<file path="src/rtl/mem_port_arbiter_if.sv">
// Line-port bundle between requesters, the arbiter and RAM port A.
// The arbiter takes the slave side; requesters/RAM take the master side.
interface mem_port_arbiter_if #(
  parameter int CNT_W = 32
) ();
  logic [2:0]         req_valid;
  logic [2:0]         req_ready;
  logic [95:0]        req_addr;
  logic [2:0]         req_wen;
  logic [383:0]       req_wdata;
  logic [2:0]         resp_valid;
  logic [127:0]       resp_rdata;
  logic               resp_err;
  logic [31:0]        ram_addr;
  logic [127:0]       ram_din;
  logic               ram_we;
  logic [127:0]       ram_dout;
  logic [3*CNT_W-1:0] grant_cnt;

  modport slave (
    input  req_valid, req_addr, req_wen, req_wdata, ram_dout,
    output req_ready, resp_valid, resp_rdata, resp_err,
    output ram_addr, ram_din, ram_we, grant_cnt
  );

  modport master (
    output req_valid, req_addr, req_wen, req_wdata, ram_dout,
    input  req_ready, resp_valid, resp_rdata, resp_err,
    input  ram_addr, ram_din, ram_we, grant_cnt
  );
endinterface

</file>
<file path="src/rtl/mem_port_arbiter.sv">
// Three-way line-port arbiter with fixed memory latency, one access
// outstanding; ids 0/1 round-robin, id 2 only when both are idle.
module mem_port_arbiter #(
  parameter int LATENCY = 8,
  parameter int CNT_W   = 32
) (
  input logic clock,
  input logic reset,
  mem_port_arbiter_if.slave bus
);
  typedef enum logic [1:0] {IDLE, WAIT, ACCESS, RESP} state_t;

  localparam logic [7:0] LAT_M1 = 8'(LATENCY - 1);

  state_t                    r_state;
  logic [1:0]                r_id;
  logic [31:0]               r_addr;
  logic                      r_wen;
  logic                      r_err;
  logic [127:0]              r_wdata;
  logic [7:0]                r_cnt;
  logic                      r_rr_last;
  logic [2:0]                r_resp_valid;
  logic [127:0]              r_resp_rdata;
  logic                      r_resp_err;
  logic                      r_ram_we;
  logic [31:0]               r_ram_addr;
  logic [127:0]              r_ram_din;
  logic [2:0][CNT_W-1:0]     r_gcnt;

  logic [2:0]  w_grant;
  logic [1:0]  w_gid;
  logic [31:0] w_addr;
  logic        w_open;

  // Both 0 and 1 pending: hand the port to whichever did not win last.
  always_comb begin
    w_grant = 3'b000;
    if (bus.req_valid[0] && bus.req_valid[1])
      w_grant = r_rr_last ? 3'b001 : 3'b010;
    else if (bus.req_valid[0])
      w_grant = 3'b001;
    else if (bus.req_valid[1])
      w_grant = 3'b010;
    else if (bus.req_valid[2])
      w_grant = 3'b100;
  end

  assign w_gid  = w_grant[2] ? 2'd2 : (w_grant[1] ? 2'd1 : 2'd0);
  assign w_addr = bus.req_addr[32*w_gid +: 32] & ~32'hF;
  assign w_open = (r_state == IDLE) && !reset;

  assign bus.req_ready  = w_open ? w_grant : 3'b000;
  assign bus.resp_valid = r_resp_valid;
  assign bus.resp_rdata = r_resp_rdata;
  assign bus.resp_err   = r_resp_err;
  assign bus.ram_addr   = r_ram_addr;
  assign bus.ram_din    = r_ram_din;
  assign bus.ram_we     = r_ram_we;
  assign bus.grant_cnt  = r_gcnt;

  always_ff @(posedge clock or posedge reset) begin
    if (reset) begin
      r_state      <= IDLE;
      r_id         <= 2'd0;
      r_addr       <= '0;
      r_wen        <= 1'b0;
      r_err        <= 1'b0;
      r_wdata      <= '0;
      r_cnt        <= '0;
      r_rr_last    <= 1'b0;
      r_resp_valid <= 3'b000;
      r_resp_rdata <= '0;
      r_resp_err   <= 1'b0;
      r_ram_we     <= 1'b0;
      r_ram_addr   <= '0;
      r_ram_din    <= '0;
      r_gcnt       <= '0;
    end else begin
      r_ram_we     <= 1'b0;
      r_resp_valid <= 3'b000;
      r_resp_err   <= 1'b0;
      case (r_state)
        IDLE: begin
          if (|w_grant) begin
            r_id    <= w_gid;
            r_addr  <= w_addr;
            r_err   <= |w_addr[30:14];
            r_wen   <= bus.req_wen[w_gid];
            r_wdata <= bus.req_wdata[128*w_gid +: 128];
            r_cnt   <= LAT_M1;
            if (!w_grant[2])
              r_rr_last <= w_grant[0] ? 1'b0 : 1'b1;
            r_gcnt[w_gid] <= r_gcnt[w_gid] + CNT_W'(1);
            r_state <= WAIT;
          end
        end
        WAIT: begin
          if (r_cnt == 8'd0) begin
            r_ram_addr <= r_addr;
            if (r_wen && !r_err) begin
              r_ram_we  <= 1'b1;
              r_ram_din <= r_wdata;
            end
            r_state <= ACCESS;
          end else begin
            r_cnt <= r_cnt - 8'd1;
          end
        end
        ACCESS: begin
          r_resp_rdata <= (r_wen || r_err) ? '0 : bus.ram_dout;
          r_resp_valid <= 3'b001 << r_id;
          r_resp_err   <= r_err;
          r_state      <= RESP;
        end
        RESP: r_state <= IDLE;
        default: r_state <= IDLE;
      endcase
    end
  end
endmodule

</file>
<file path="src/flat_wrapper.sv">
// flat-port wrapper written by rule: the top's interface ports become plain ports
module mem_port_arbiter_flat 
#(
  parameter int LATENCY = 8,
  parameter int CNT_W   = 32
)
  (clock, reset, bus_req_valid, bus_req_addr, bus_req_wen, bus_req_wdata, bus_ram_dout, bus_req_ready, bus_resp_valid, bus_resp_rdata, bus_resp_err, bus_ram_addr, bus_ram_din, bus_ram_we, bus_grant_cnt);
  mem_port_arbiter_if #(.CNT_W(CNT_W)) bus_i ();
  input logic clock;
  input logic reset;
  input wire logic [$bits(bus_i.req_valid)-1:0] bus_req_valid;
  input wire logic [$bits(bus_i.req_addr)-1:0] bus_req_addr;
  input wire logic [$bits(bus_i.req_wen)-1:0] bus_req_wen;
  input wire logic [$bits(bus_i.req_wdata)-1:0] bus_req_wdata;
  input wire logic [$bits(bus_i.ram_dout)-1:0] bus_ram_dout;
  output wire logic [$bits(bus_i.req_ready)-1:0] bus_req_ready;
  output wire logic [$bits(bus_i.resp_valid)-1:0] bus_resp_valid;
  output wire logic [$bits(bus_i.resp_rdata)-1:0] bus_resp_rdata;
  output wire logic [$bits(bus_i.resp_err)-1:0] bus_resp_err;
  output wire logic [$bits(bus_i.ram_addr)-1:0] bus_ram_addr;
  output wire logic [$bits(bus_i.ram_din)-1:0] bus_ram_din;
  output wire logic [$bits(bus_i.ram_we)-1:0] bus_ram_we;
  output wire logic [$bits(bus_i.grant_cnt)-1:0] bus_grant_cnt;
  assign bus_i.req_valid = bus_req_valid;
  assign bus_i.req_addr = bus_req_addr;
  assign bus_i.req_wen = bus_req_wen;
  assign bus_i.req_wdata = bus_req_wdata;
  assign bus_i.ram_dout = bus_ram_dout;
  assign bus_req_ready = bus_i.req_ready;
  assign bus_resp_valid = bus_i.resp_valid;
  assign bus_resp_rdata = bus_i.resp_rdata;
  assign bus_resp_err = bus_i.resp_err;
  assign bus_ram_addr = bus_i.ram_addr;
  assign bus_ram_din = bus_i.ram_din;
  assign bus_ram_we = bus_i.ram_we;
  assign bus_grant_cnt = bus_i.grant_cnt;
  mem_port_arbiter #(.LATENCY(LATENCY), .CNT_W(CNT_W)) u_core (.clock(clock), .reset(reset), .bus(bus_i));
endmodule
</file>
<file path="config.mk">
export PLATFORM = sky130hd
export DESIGN_NAME = mem_port_arbiter_flat
export DESIGN_NICKNAME = d
export VERILOG_FILES = /design/src/rtl/mem_port_arbiter_if.sv /design/src/rtl/mem_port_arbiter.sv /design/src/flat_wrapper.sv
export SDC_FILE = /design/constraint.sdc
export NUM_CORES = 1
export LEC_CHECK = 0
export ABC_AREA = 1
export ABC_CLOCK_PERIOD_IN_PS = 32100
export CORE_AREA = 5 5 390 392
export CTS_CLUSTER_DIAMETER = 80
export DETAILED_ROUTE_END_ITERATION = 10
export DIE_AREA = 0 0 395 397
export SLEW_MARGIN = 40
export SYNTH_ARGS = -nofsm -noshare
export SYNTH_HDL_FRONTEND = slang
export SYNTH_SLANG_ARGS = --single-unit
</file>
<file path="constraint.sdc">
create_clock -name clock -period 32.1 [get_ports clock]
set_clock_uncertainty 0.15 [all_clocks]
set_input_delay 4.815 -clock clock [delete_from_list [all_inputs] [get_ports clock]]
set_output_delay 4.815 -clock clock [all_outputs]
set_load 0.02 [all_outputs]
</file>
Word level (Yosys, flattened, before mapping)
Index checks and enable logic that the tools add are counted.
{"block": "word_totals", "reg_bits": 556, "in_bits": 616}
{"block": "op_classes", "n_addsub": 2, "n_lt_le_gt_ge": 2, "n_eq_ne": 6, "shift": 3, "mux": 28, "bitwise_logic": 1, "reduce_logical": 18}
{"cell": "variable part select 384 x 10 -> 128 bit", "n": 1}
{"cell": "2-to-1 mux 128 bit", "n": 1}
{"cell": "bitwise mux 96 bit", "n": 1}
{"cell": "variable part select 96 x 8 -> 32 bit", "n": 1}
{"cell": "binary-select mux 32 bit (select 2 bit)", "n": 1}
{"cell": "demux 32 bit (select 2 bit)", "n": 1}
{"cell": "2-to-1 mux 32 bit", "n": 2}
{"cell": "adder 32 x 1 -> 32 bit (second input constant)", "n": 1}
{"cell": "2-to-1 mux 3 bit", "n": 6}
{"cell": "OR reduction 17 bit", "n": 1}
{"cell": "2-to-1 mux 8 bit", "n": 2}
{"cell": "one-hot mux 8 bit (2 select lines)", "n": 1}
{"cell": "AND reduction 3 bit", "n": 3}
{"cell": "logical NOT 8 bit", "n": 1}
{"cell": "2-to-1 mux 2 bit", "n": 4}
{"cell": "one-hot mux 2 bit (4 select lines)", "n": 1}
{"cell": "subtractor 8 x 1 -> 8 bit (second input constant)", "n": 1}
{"cell": "2-to-1 mux 1 bit", "n": 7}
{"cell": "AND reduction 2 bit", "n": 3}
{"cell": "equality test 2 bit (second input constant)", "n": 2}
{"cell": "logical AND 1 bit", "n": 4}
{"cell": "!= test 2 bit (second input constant)", "n": 2}
{"cell": "< comparator 2 x 3 -> 1 bit (second input constant)", "n": 1}
{"cell": "OR reduction 3 bit", "n": 1}
{"cell": "10 further kinds", "n": 11}

Logic depth before layout (Yosys ltp)
Gate-level depths: netlist of the first run.
{"block": "depth", "word_depth": 11, "ltp_mapped": 15, "mapped_depth_nobuf": 14}

Worst setup path after synthesis of the first run
Ideal clock, no wire load.
{"block": "synth_path", "path_kind": "in2out", "from": "input port reset", "to": "output port bus_req_ready[1]", "arrival_time_ns": 17.533, "required_ns": 27.135, "slack_ns": 9.602, "stages": 3, "path_buffers": 0, "cell_sequence": "inv_1 nand2_1 nor2_1"}
{"block": "synth_between", "elab_chain_cells": 3}
{"item": "start: declaration", "line_no": "flat_wrapper.sv:10", "source": "input logic reset;"}
{"item": "logical NOT 1 bit", "line_no": "mem_port_arbiter.sv:51", "source": "assign w_open = (r_state == IDLE) && !reset;"}
{"item": "logical AND 1 bit", "line_no": "mem_port_arbiter.sv:51"}
{"item": "2-to-1 mux 3 bit", "line_no": "mem_port_arbiter.sv:53", "source": "assign bus.req_ready = w_open ? w_grant : 3'b000;"}
{"item": "end: declaration", "line_no": "flat_wrapper.sv:16", "source": "output wire logic [$bits(bus_i.req_ready)-1:0] bus_req_ready;"}
No other way between the ends.

Final worst setup path of the first run
{"block": "layout_path", "from": "input port bus_req_valid[1]", "to": "output port bus_req_ready[0]"}
{"block": "layout_between", "elab_chain_cells": 4, "elab_cells_between_ends": 5}
{"item": "start: declaration", "line_no": "flat_wrapper.sv:11", "source": "input wire logic [$bits(bus_i.req_valid)-1:0] bus_req_valid;"}
{"item": "2-to-1 mux 3 bit", "line_no": "mem_port_arbiter.sv:43", "source": "else if (bus.req_valid[1])"}
{"item": "2-to-1 mux 3 bit", "line_no": "mem_port_arbiter.sv:41", "source": "else if (bus.req_valid[0])"}
{"item": "2-to-1 mux 3 bit (*)", "line_no": "mem_port_arbiter.sv:39", "source": "if (bus.req_valid[0] && bus.req_valid[1])"}
{"item": "2-to-1 mux 3 bit (*)", "line_no": "mem_port_arbiter.sv:53"}
Every way passes the cells marked *; elsewhere a longest branch is shown, timed or not.

==> results of run 1 <==
sequential cells by signal (all words and copies together), names as in the netlist:
signal / cells
u_core.r_err: 1
u_core.bus.resp_rdata: 128
u_core.bus.grant_cnt: 96
u_core.r_rr_last: 1
u_core.bus.ram_we: 1
u_core.r_wdata: 128
u_core.bus.resp_valid: 3
u_core.r_id: 2
u_core.r_wen: 1
u_core.bus.ram_din: 128
u_core.r_state: 2
u_core.bus.resp_err: 1
u_core.r_addr: 28
u_core.r_cnt: 8
u_core.bus.ram_addr: 28
routing by layer:
metal  routed length, um  GRT usage  vias to the layer above  share of wire
met1               50900      0.188                    12312           0.38
met5                 252          0                        -         0.0019
met3               11800     0.0555                      216          0.088
li1                    -          -                    12246              -
met4                4220     0.0537                       40          0.032
met2               66500      0.288                     1034           0.50
through the flow:
step | setup WS [ps] | cells | area, um2 | utilization | hold WS, ps
after global routing | 18590 | 6091 | 40400 | 0.272 | 322
after global placement | 18760 | 5953 | 37600 | 0.253 | 298
after CTS | 18790 | 6084 | 40300 | 0.271 | 313
after floorplan | 9600 | 3203 | 25800 | - | 282
final | 18740 | 6110 | 40400 | 0.272 | 310
after detailed placement | 18810 | 5954 | 37600 | 0.253 | 298
power by group:
group          total [uW]  switching [uW]  leakage (uW)  internal [uW]
Clock                 914             347       0.00130            566
Combinational         980             623       0.00944            357
Sequential            968            90.8       0.00736            877
Total                2860            1060        0.0181           1800
kinds of logic (layout without fill, tap and decap cells):
| family | count (synthesis) | count (layout) |
|---|---|---|
| and+or+nand+nor | 1623 | 1623 |
| DFF | 556 | 556 |
| AOI/OAI and AO/OA | 525 | 525 |
| buffers and inverters | 477 | 1416 |
| xor gates and xnor gates | 11 | 11 |
| adders and majority gates | 7 | 7 |
| other | 1 | 28 |
cell usage in the layout (no fill, tap or decap), drive strengths merged:
cell           count
a31oi             10
clkbuf            96
xnor2              1
nand2           1107
a21oi              3
o211ai           141
xor2              10
bufinv            13
nor3               9
clkinv            11
o22ai              2
or2                1
clkdlybuf4s50    990
dfrtp            556
clkinvlp           3
nor2              79
nand4              2
o21ai            367
nand3b            12
nand3            413
o21bai             2
buf               38
ha                 7
inv              265
diode             24
conb               4
path summary, 6_finish.rpt:
check                                        from  depth (start not counted)                       end  slack [ps]
worst max-delay path             bus_req_valid[1]                         10          bus_req_ready[0]       18740
worst min-delay path               u_core.r_id[0]                          1  u_core.bus.resp_valid[2]         310
worst max register to register  u_core.r_state[0]                         10        u_core.r_wdata[35]       27310
worst min register to register     u_core.r_id[0]                          1  u_core.bus.resp_valid[2]         310
max in group asynchronous                   reset                          5        u_core.r_wdata[60]       24690
min in group asynchronous                   reset                          2  u_core.bus.grant_cnt[24]        4580
final cells by class:
type	instances	area (um2)
clock buffers	96	2090
flip-flops and latches	556	13900
fillers	15960	108000
multi-input cells	2170	10000
repair buffers	1028	10300
diodes	24	60.1
clock inverters	34	572
inverters	258	1000
well taps	1944	2430
==> impl_metrics.py, run 1 <==
metrics = {
    "status": {
        "status": "completed",
    },
    "clock_network": {
        "cts.sinks": 556,
        "path_clk_slew_ps": 60,
        "post_cts_buffers": 0,
        "cts_hold_buf": 0,
        "cts_tree": "done",
        "htree_levels": 3,
        "post_cts_resized": 0,
        "insertion_delay_ps": 650,
        "cts-buffers-inserted": 73,
        "cts_root_buffer": "clkbuf_16",
        "cts_max_path_buffers": 3,
    },
    "worst_setup_path": {
        "cp-end-kind": "primary output",
        "crit_path_max_fanout": 53,
        "worstSetupPathType": "input port to primary output",
        "path_buf_inv": 6,
        "worstPathArrival_ps": 8400,
        "path_delay_family": "buffers and inverters",
        "cp_slowest_cell": "clkdlybuf4s50_1",
        "crit_chain": "clkdlybuf4s50_1 -> buf_4 -> nor2_4 -> nand2_8 -> clkinv_4 -> nor3_4 -> buf_4 -> inv_1 -> nor2_1 -> clkdlybuf4s50_1",
        "critPathRequiredTime_ps": 27130,
        "crit_path_max_incr_delay_ps": 680,
        "worstSetupStartpointType": "input port",
    },
    "synthesis": {
        "synth_ff_type": "dfrtp_1",
        "synth_compound_area_frac": 0.116,
        "synth_cells": 3200,
        "yosys_warnings": 0,
        "synth_top_family_by_area": "simple AND/OR/NAND/NOR gates",
        "synth_area_um2": 25800,
        "async_flop_share": 1.00,
        "ys_seq_area_frac": 0.540,
        "synth_top_area_frac": 0.540,
        "synth.distinct_cells": 34,
        "ys_seq_elements": 556,
        "synth.most_common_cell": "nand2_1",
        "synth-simple-area-share": 0.262,
        "post_synth_xor_area_fraction": 0.00403,
        "yosys.area.top_type": "dfrtp_1",
        "synth.avg_cell_area_um2": 8.05,
        "synth_edf_count": 0,
        "synth_fa_ha_area_frac": 0.00340,
        "synth_common_cells": "nand2_1, dfrtp_1, nand3_1",
        "synth_mux_area_frac": 0,
        "synth_area_leaders": "dfrtp_1, nand2_1, nand3_1, o21ai_0, o211ai_1",
    },
    "cells_and_area": {
        "nets": 4710,
        "area_delta_synth_final_pct": 56.8,
        "drive_above_1_share": 0.0471,
    },
    "timing": {
        "fin_crit_ps": 13360,
        "final_hold_viol_count": 0,
        "setup_viol": 0,
        "post-route-period-util": 0.416,
        "slew_headroom": 0.412,
        "setup_tns_ps": 0,
        "fmax_ghz": 0.0748,
        "maxSlewViolCount": 0,
        "tightestPinTransition_ps": 882,
        "rsz0062_at_grt": "no",
    },
    "power_and_ir_drop": {
        "p_per_area_nw_per_um2": 70.8,
        "ir_drop_uv": 41.2,
        "power.total_uw": 2860,
        "leakage_uw": 0.0181,
    },
    "global_routing": {
        "grt_max_degree": 165,
        "grt_pass1_vias": 25787,
        "grt_pass1_wl_mm": 189,
        "overflow": 0,
        "groute.usage.overall": 0.164,
        "grt_antenna_before_repair": 68,
    },
    "floorplanning": {
        "design.die.area_um2": 157000,
        "fp.dieH_um": 397,
        "start_util": 0.173,
        "die_w_um": 395,
        "fp.coreArea_um2": 149000,
        "num_rows": 142,
        "io_pins": 1008,
    },
    "place": {
        "gp_congestion": 0.937,
        "portBuffers": 991,
        "hpwl_mm": 103,
    },
    "routing": {
        "via_per_inst": 4.23,
        "drc": 0,
        "drt-total-wl_mm": 134,
        "vias": 25848,
        "ant_nets": 0,
        "drtIter0Drc": 1881,
        "dr.pass1.iters": 5,
        "drt-wirelength-per-cell_um": 21.9,
    },
    "worst_hold_path": {
        "holdCritPathClass": "register to register",
    },
    "flow_run": {
        "drv_cap": 0,
    },
}
Note: power is estimated with default switching activity, not from simulation.
==> run 2, diff against run 1 <==
--- a/config.mk
+++ b/config.mk
@@ -6,7 +6,7 @@
 export NUM_CORES = 1
 export LEC_CHECK = 0
 export ABC_AREA = 1
-export ABC_CLOCK_PERIOD_IN_PS = 32100
+export ABC_CLOCK_PERIOD_IN_PS = 11400
 export CORE_AREA = 5 5 390 392
 export CTS_CLUSTER_DIAMETER = 80
 export DETAILED_ROUTE_END_ITERATION = 10
==> constraint.sdc (replaced) <==
create_clock -name clock -period 11.4 [get_ports clock]
set_clock_uncertainty 0.15 [all_clocks]
set_input_delay 1.71 -clock clock [delete_from_list [all_inputs] [get_ports clock]]
set_output_delay 1.71 -clock clock [all_outputs]
set_load 0.02 [all_outputs]
==> impl_metrics.py, run 2 (synthesized netlist as in run 1, its figures left out) <==
metrics = {
    "cells_and_area": {
        "nets": 4709,
        "stdcell_area_um2": 40300,
        "fin_cells": 6108,
        "num-fill-cells": 16001,
        "final_common_cell": "nand2_1",
        "multi_input_area_um2": 10000,
        "final_cell_mix": "nand2_1, clkdlybuf4s50_1, dfrtp_1",
        "area_delta_synth_final_pct": 56.5,
        "area.sequential_um2": 13900,
        "drive_above_1_share": 0.0495,
    },
    "place": {
        "gp_congestion": 0.949,
        "portBuffers": 991,
        "dpl_cell_area_um2": 37600,
        "hpwl_mm": 105,
        "place_inst": 5952,
        "place_ws_ps": 3840,
    },
    "worst_setup_path": {
        "crit_path_max_fanout": 80,
        "worstSetupStartpointType": "input port",
        "reg2reg_depth": 10,
        "critPathRequiredTime_ps": 9540,
        "worstPathArrival_ps": 5310,
        "worstSetupPathType": "input port to primary output",
        "cp-end-kind": "primary output",
    },
    "routing": {
        "top_layer_used": "met5",
        "wl_met1_mm": 51.6,
        "drt-wirelength-per-cell_um": 21.9,
        "via_per_inst": 4.23,
        "drt-total-wl_mm": 134,
        "dr.pass1.iters": 5,
        "vias": 25822,
        "dr_wl_met3_mm": 10.8,
        "dr_wl_met2_mm": 67.1,
        "drtIter0Drc": 1795,
        "ant_nets": 0,
        "drc": 0,
    },
    "timing": {
        "post-route-period-util": 0.629,
        "fmax_ghz": 0.139,
        "final_hold_viol_count": 0,
        "setup_ws_ps": 4230,
        "fin_crit_ps": 7170,
        "setup_tns_ps": 0,
        "maxSlewViolCount": 0,
        "tightestPinTransition_ps": 908,
        "slew_headroom": 0.395,
        "rsz0062_at_grt": "no",
        "setup_viol": 0,
    },
    "power_and_ir_drop": {
        "leakage_uw": 0.0181,
        "p_per_area_nw_per_um2": 198,
        "ir_drop_uv": 139,
        "power.total_uw": 7990,
    },
    "floorplanning": {
        "num_rows": 142,
        "fp.dieH_um": 397,
        "die_w_um": 395,
        "io_pins": 1008,
        "fp.coreArea_um2": 149000,
        "design.die.area_um2": 157000,
        "start_util": 0.173,
    },
    "clock_network": {
        "cts_max_path_buffers": 3,
        "cts_hold_buf": 0,
        "htree_levels": 3,
        "cts_tree": "done",
        "path_clk_slew_ps": 50,
        "post_cts_buffers": 0,
        "cts-buffers-inserted": 73,
        "cts.sinks": 556,
        "cts_root_buffer": "clkbuf_16",
        "post_cts_resized": 0,
        "insertion_delay_ps": 640,
    },
    "status": {
        "status": "completed",
    },
    "global_routing": {
        "grt_antenna_before_repair": 51,
        "grt_pass1_vias": 25878,
        "grt_pass1_wl_mm": 189,
        "grt_max_degree": 161,
        "groute.usage.overall": 0.165,
        "overflow": 0,
    },
    "flow_run": {
        "drv_cap": 0,
    },
    "worst_hold_path": {
        "holdPathStages": 1,
        "holdCritPathClass": "register to register",
    },
}
## run 2: cell types whose count changed in the layout (fill, tap and decap cells not counted), moves of 2 or more
cell	delta
clkbuf_16	-2
diode_2	-5
clkbuf_1	-5
bufinv_16	-2
clkbuf_8	+4
clkinv_2	+9
buf_16	-2
buf_4	-5
buf_6	+6
clkinv_4	+2
clkinv_8	+3
## run 2: metal layers
metal,track usage,vias to the layer above
met5,0,-
met4,0.0481,20
met3,0.0564,222
met2,0.289,953
met1,0.190,12414
li1,-,12213
## run 2: path summary, 6_finish.rpt
kind                       slack (ps)        startpoint                       end
max                              4230  bus_req_valid[1]          bus_req_ready[0]
min                               320    u_core.r_id[0]  u_core.bus.resp_valid[0]
max reg2reg                      7420  u_core.r_rr_last        u_core.r_wdata[57]
min reg2reg                       320    u_core.r_id[0]  u_core.bus.resp_valid[0]
max in group asynchronous        6730             reset    u_core.bus.ram_din[59]
min in group asynchronous        1450             reset           u_core.r_cnt[1]
## run 2: layout make-up
class	instances	share of cell area
clock inverters	41	0.0140
multi-input cells	2170	0.249
well taps	1944	0.0603
inverters	258	0.0248
diodes	19	0.00118
clock buffers	93	0.0514
flip-flops and latches	556	0.345
repair buffers	1027	0.255
## run 2: critical path: stages
cell	delay [ps]
clkdlybuf4s50_1	450
buf_4	420
nor2_4	110
nand2_8	410
clkinv_4	430
nor3_4	250
buf_4	390
inv_1	110
nor2_1	280
clkdlybuf4s50_1	680
## run 2: stage by stage
step | hold WS [ps] | utilization
2_1_floorplan | 282 | -
3_3_place_gp | 299 | 0.253
3_5_place_dp | 311 | 0.253
4_1_cts | 323 | 0.271
5_1_grt | 343 | 0.271
6_report | 322 | 0.272
## run 2: power by group
part           internal (uW)  leakage [uW]  switching, uW
combinational           1010       0.00943           1750
sequential              2470       0.00736            257
clock                   1550       0.00132            957
==> run 3, diff against run 2 <==
--- a/config.mk
+++ b/config.mk
@@ -6,7 +6,7 @@
 export NUM_CORES = 1
 export LEC_CHECK = 0
 export ABC_AREA = 1
-export ABC_CLOCK_PERIOD_IN_PS = 11400
+export ABC_CLOCK_PERIOD_IN_PS = 5900
 export CORE_AREA = 5 5 390 392
 export CTS_CLUSTER_DIAMETER = 80
 export DETAILED_ROUTE_END_ITERATION = 10
==> constraint.sdc (replaced) <==
create_clock -name clock -period 5.9 [get_ports clock]
set_clock_uncertainty 0.15 [all_clocks]
set_input_delay 0.885 -clock clock [delete_from_list [all_inputs] [get_ports clock]]
set_output_delay 0.885 -clock clock [all_outputs]
set_load 0.02 [all_outputs]
==> impl_metrics.py, run 3 (synthesized netlist as in run 1, its figures left out) <==
metrics = {
    "global_routing": {
        "grt_antenna_before_repair": 59,
        "grt_max_degree": 142,
        "overflow": 0,
        "grt_pass1_wl_mm": 189,
        "groute.usage.overall": 0.166,
        "grt_pass1_vias": 25768,
    },
    "floorplanning": {
        "io_pins": 1008,
        "fp.dieH_um": 397,
        "start_util": 0.173,
        "die_w_um": 395,
        "design.die.area_um2": 157000,
        "num_rows": 142,
        "fp.coreArea_um2": 149000,
    },
    "cells_and_area": {
        "final_common_cell": "nand2_1",
        "num-fill-cells": 15991,
        "final_core_util": 0.271,
        "drive_above_1_share": 0.0470,
        "final_cell_mix": "nand2_1, clkdlybuf4s50_1, dfrtp_1",
        "nets": 4715,
        "fin_cells": 6112,
        "area_delta_synth_final_pct": 56.1,
    },
    "timing": {
        "maxSlewViolCount": 0,
        "rsz0062_at_grt": "no",
        "final_hold_viol_count": 0,
        "fin_crit_ps": 4230,
        "setup_viol": 0,
        "post-route-period-util": 0.716,
        "fmax_ghz": 0.237,
        "tightestPinTransition_ps": 874,
        "slew_headroom": 0.415,
    },
    "worst_setup_path": {
        "crit_path_max_incr_delay_ps": 630,
        "rr_startpoint": "u_core.r_state[0]",
        "path_buf_inv": 4,
        "cp-end-kind": "primary output",
        "critPathRequiredTime_ps": 4870,
        "crit_chain": "clkdlybuf4s50_1 -> nor2_4 -> nand2_8 -> clkinv_4 -> nor3_4 -> inv_1 -> nor2_1 -> buf_12",
        "worstSetupStartpointType": "input port",
        "cp-startpoint": "bus_req_valid[1]",
        "cp_slowest_cell": "clkdlybuf4s50_1",
        "crit_path_max_fanout": 48,
        "worstSetupPathType": "input port to primary output",
        "path_delay_family": "buffers and inverters",
        "worstPathArrival_ps": 3190,
    },
    "clock_network": {
        "cts.sinks": 556,
        "cts_tree": "done",
        "path_clk_slew_ps": 50,
        "cts_root_buffer": "clkbuf_16",
        "post_cts_buffers": 0,
        "cts_hold_buf": 0,
        "insertion_delay_ps": 670,
        "cts_max_path_buffers": 3,
        "cts-buffers-inserted": 72,
        "post_cts_resized": 0,
        "htree_levels": 3,
    },
    "status": {
        "status": "completed",
    },
    "place": {
        "place_inst": 5961,
        "portBuffers": 991,
        "hpwl_mm": 106,
        "gp_congestion": 0.929,
    },
    "routing": {
        "vias": 25871,
        "ant_nets": 0,
        "drtIter0Drc": 1892,
        "drt-wirelength-per-cell_um": 22.1,
        "drc": 0,
        "dr.pass1.iters": 5,
        "via_per_inst": 4.23,
        "drt-total-wl_mm": 135,
    },
    "power_and_ir_drop": {
        "p_per_area_nw_per_um2": 376,
        "ir_drop_uv": 240,
        "leakage_uw": 0.0180,
    },
    "worst_hold_path": {
        "holdCritPathClass": "register to register",
        "min_from": "u_core.r_id[1]",
    },
    "flow_run": {
        "drv_cap": 0,
    },
}
[run 3: cell types whose count changed in the layout (fill, tap and decap cells not counted), sizes merged]
| cell | before | now |
|---|---|---|
| clkbuf | 94 | 107 |
| diode | 19 | 21 |
| buf | 36 | 45 |
| clkinv | 25 | 14 |
| clkdlybuf4s50 | 990 | 989 |
| bufinv | 11 | 3 |
[run 3: per-stage QoR]
step           hold slack, ps  setup slack, ps  power (uW)  TNS (ps)  instance area, um2
2_1_floorplan             282            -4510        8180  -1516850               25800
6_report                  311             1670       15100         0               40200
3_5_place_dp              299             1650       10800         0               37700
3_3_place_gp              294             1680       10700         0               37700
4_1_cts                   309             1680       15300         0               40200
5_1_grt                   332             1560       16000         0               40200
[run 3: layout make-up]
class | instances | area (um2) | share of cell area
sequential | 556 | 13900 | 0.346
clock inverter | 22 | 275 | 0.00684
timing repair buffer | 1034 | 10400 | 0.259
inverter | 258 | 993 | 0.0247
multi-input combinational | 2170 | 10000 | 0.249
antenna | 21 | 52.6 | 0.00131
tap | 1944 | 2430 | 0.0605
clock buffer | 107 | 2130 | 0.0530
[run 3: power breakdown]
| part | total [uW] | switching (uW) | leakage (uW) | internal, uW |
|---|---|---|---|---|
| sequential | 5260 | 487 | 0.00736 | 4770 |
| clock | 4470 | 1820 | 0.00119 | 2660 |
| combinational | 5400 | 3430 | 0.00949 | 1970 |
[run 3: metal layers]
metal | global-route usage | vias to the layer above | wire (um)
met1 | 0.193 | 12460 | 52800
met2 | 0.290 | 948 | 67500
met4 | 0.0537 | 30 | 3960
met5 | 0 | - | 189
li1 | - | 12235 | -
met3 | 0.0506 | 198 | 10500
[run 3: path summary, 6_finish.rpt]
check                                           end  slack [ps]  depth (start not counted)
min                        u_core.bus.resp_valid[0]         310                          1
min reg2reg                u_core.bus.resp_valid[0]         310                          1
max in group asynchronous    u_core.bus.ram_din[79]        3420                          5
max reg2reg                      u_core.r_wdata[21]        2720                          8
min in group asynchronous  u_core.bus.grant_cnt[85]         790                          3
max                                bus_req_ready[0]        1670                          8
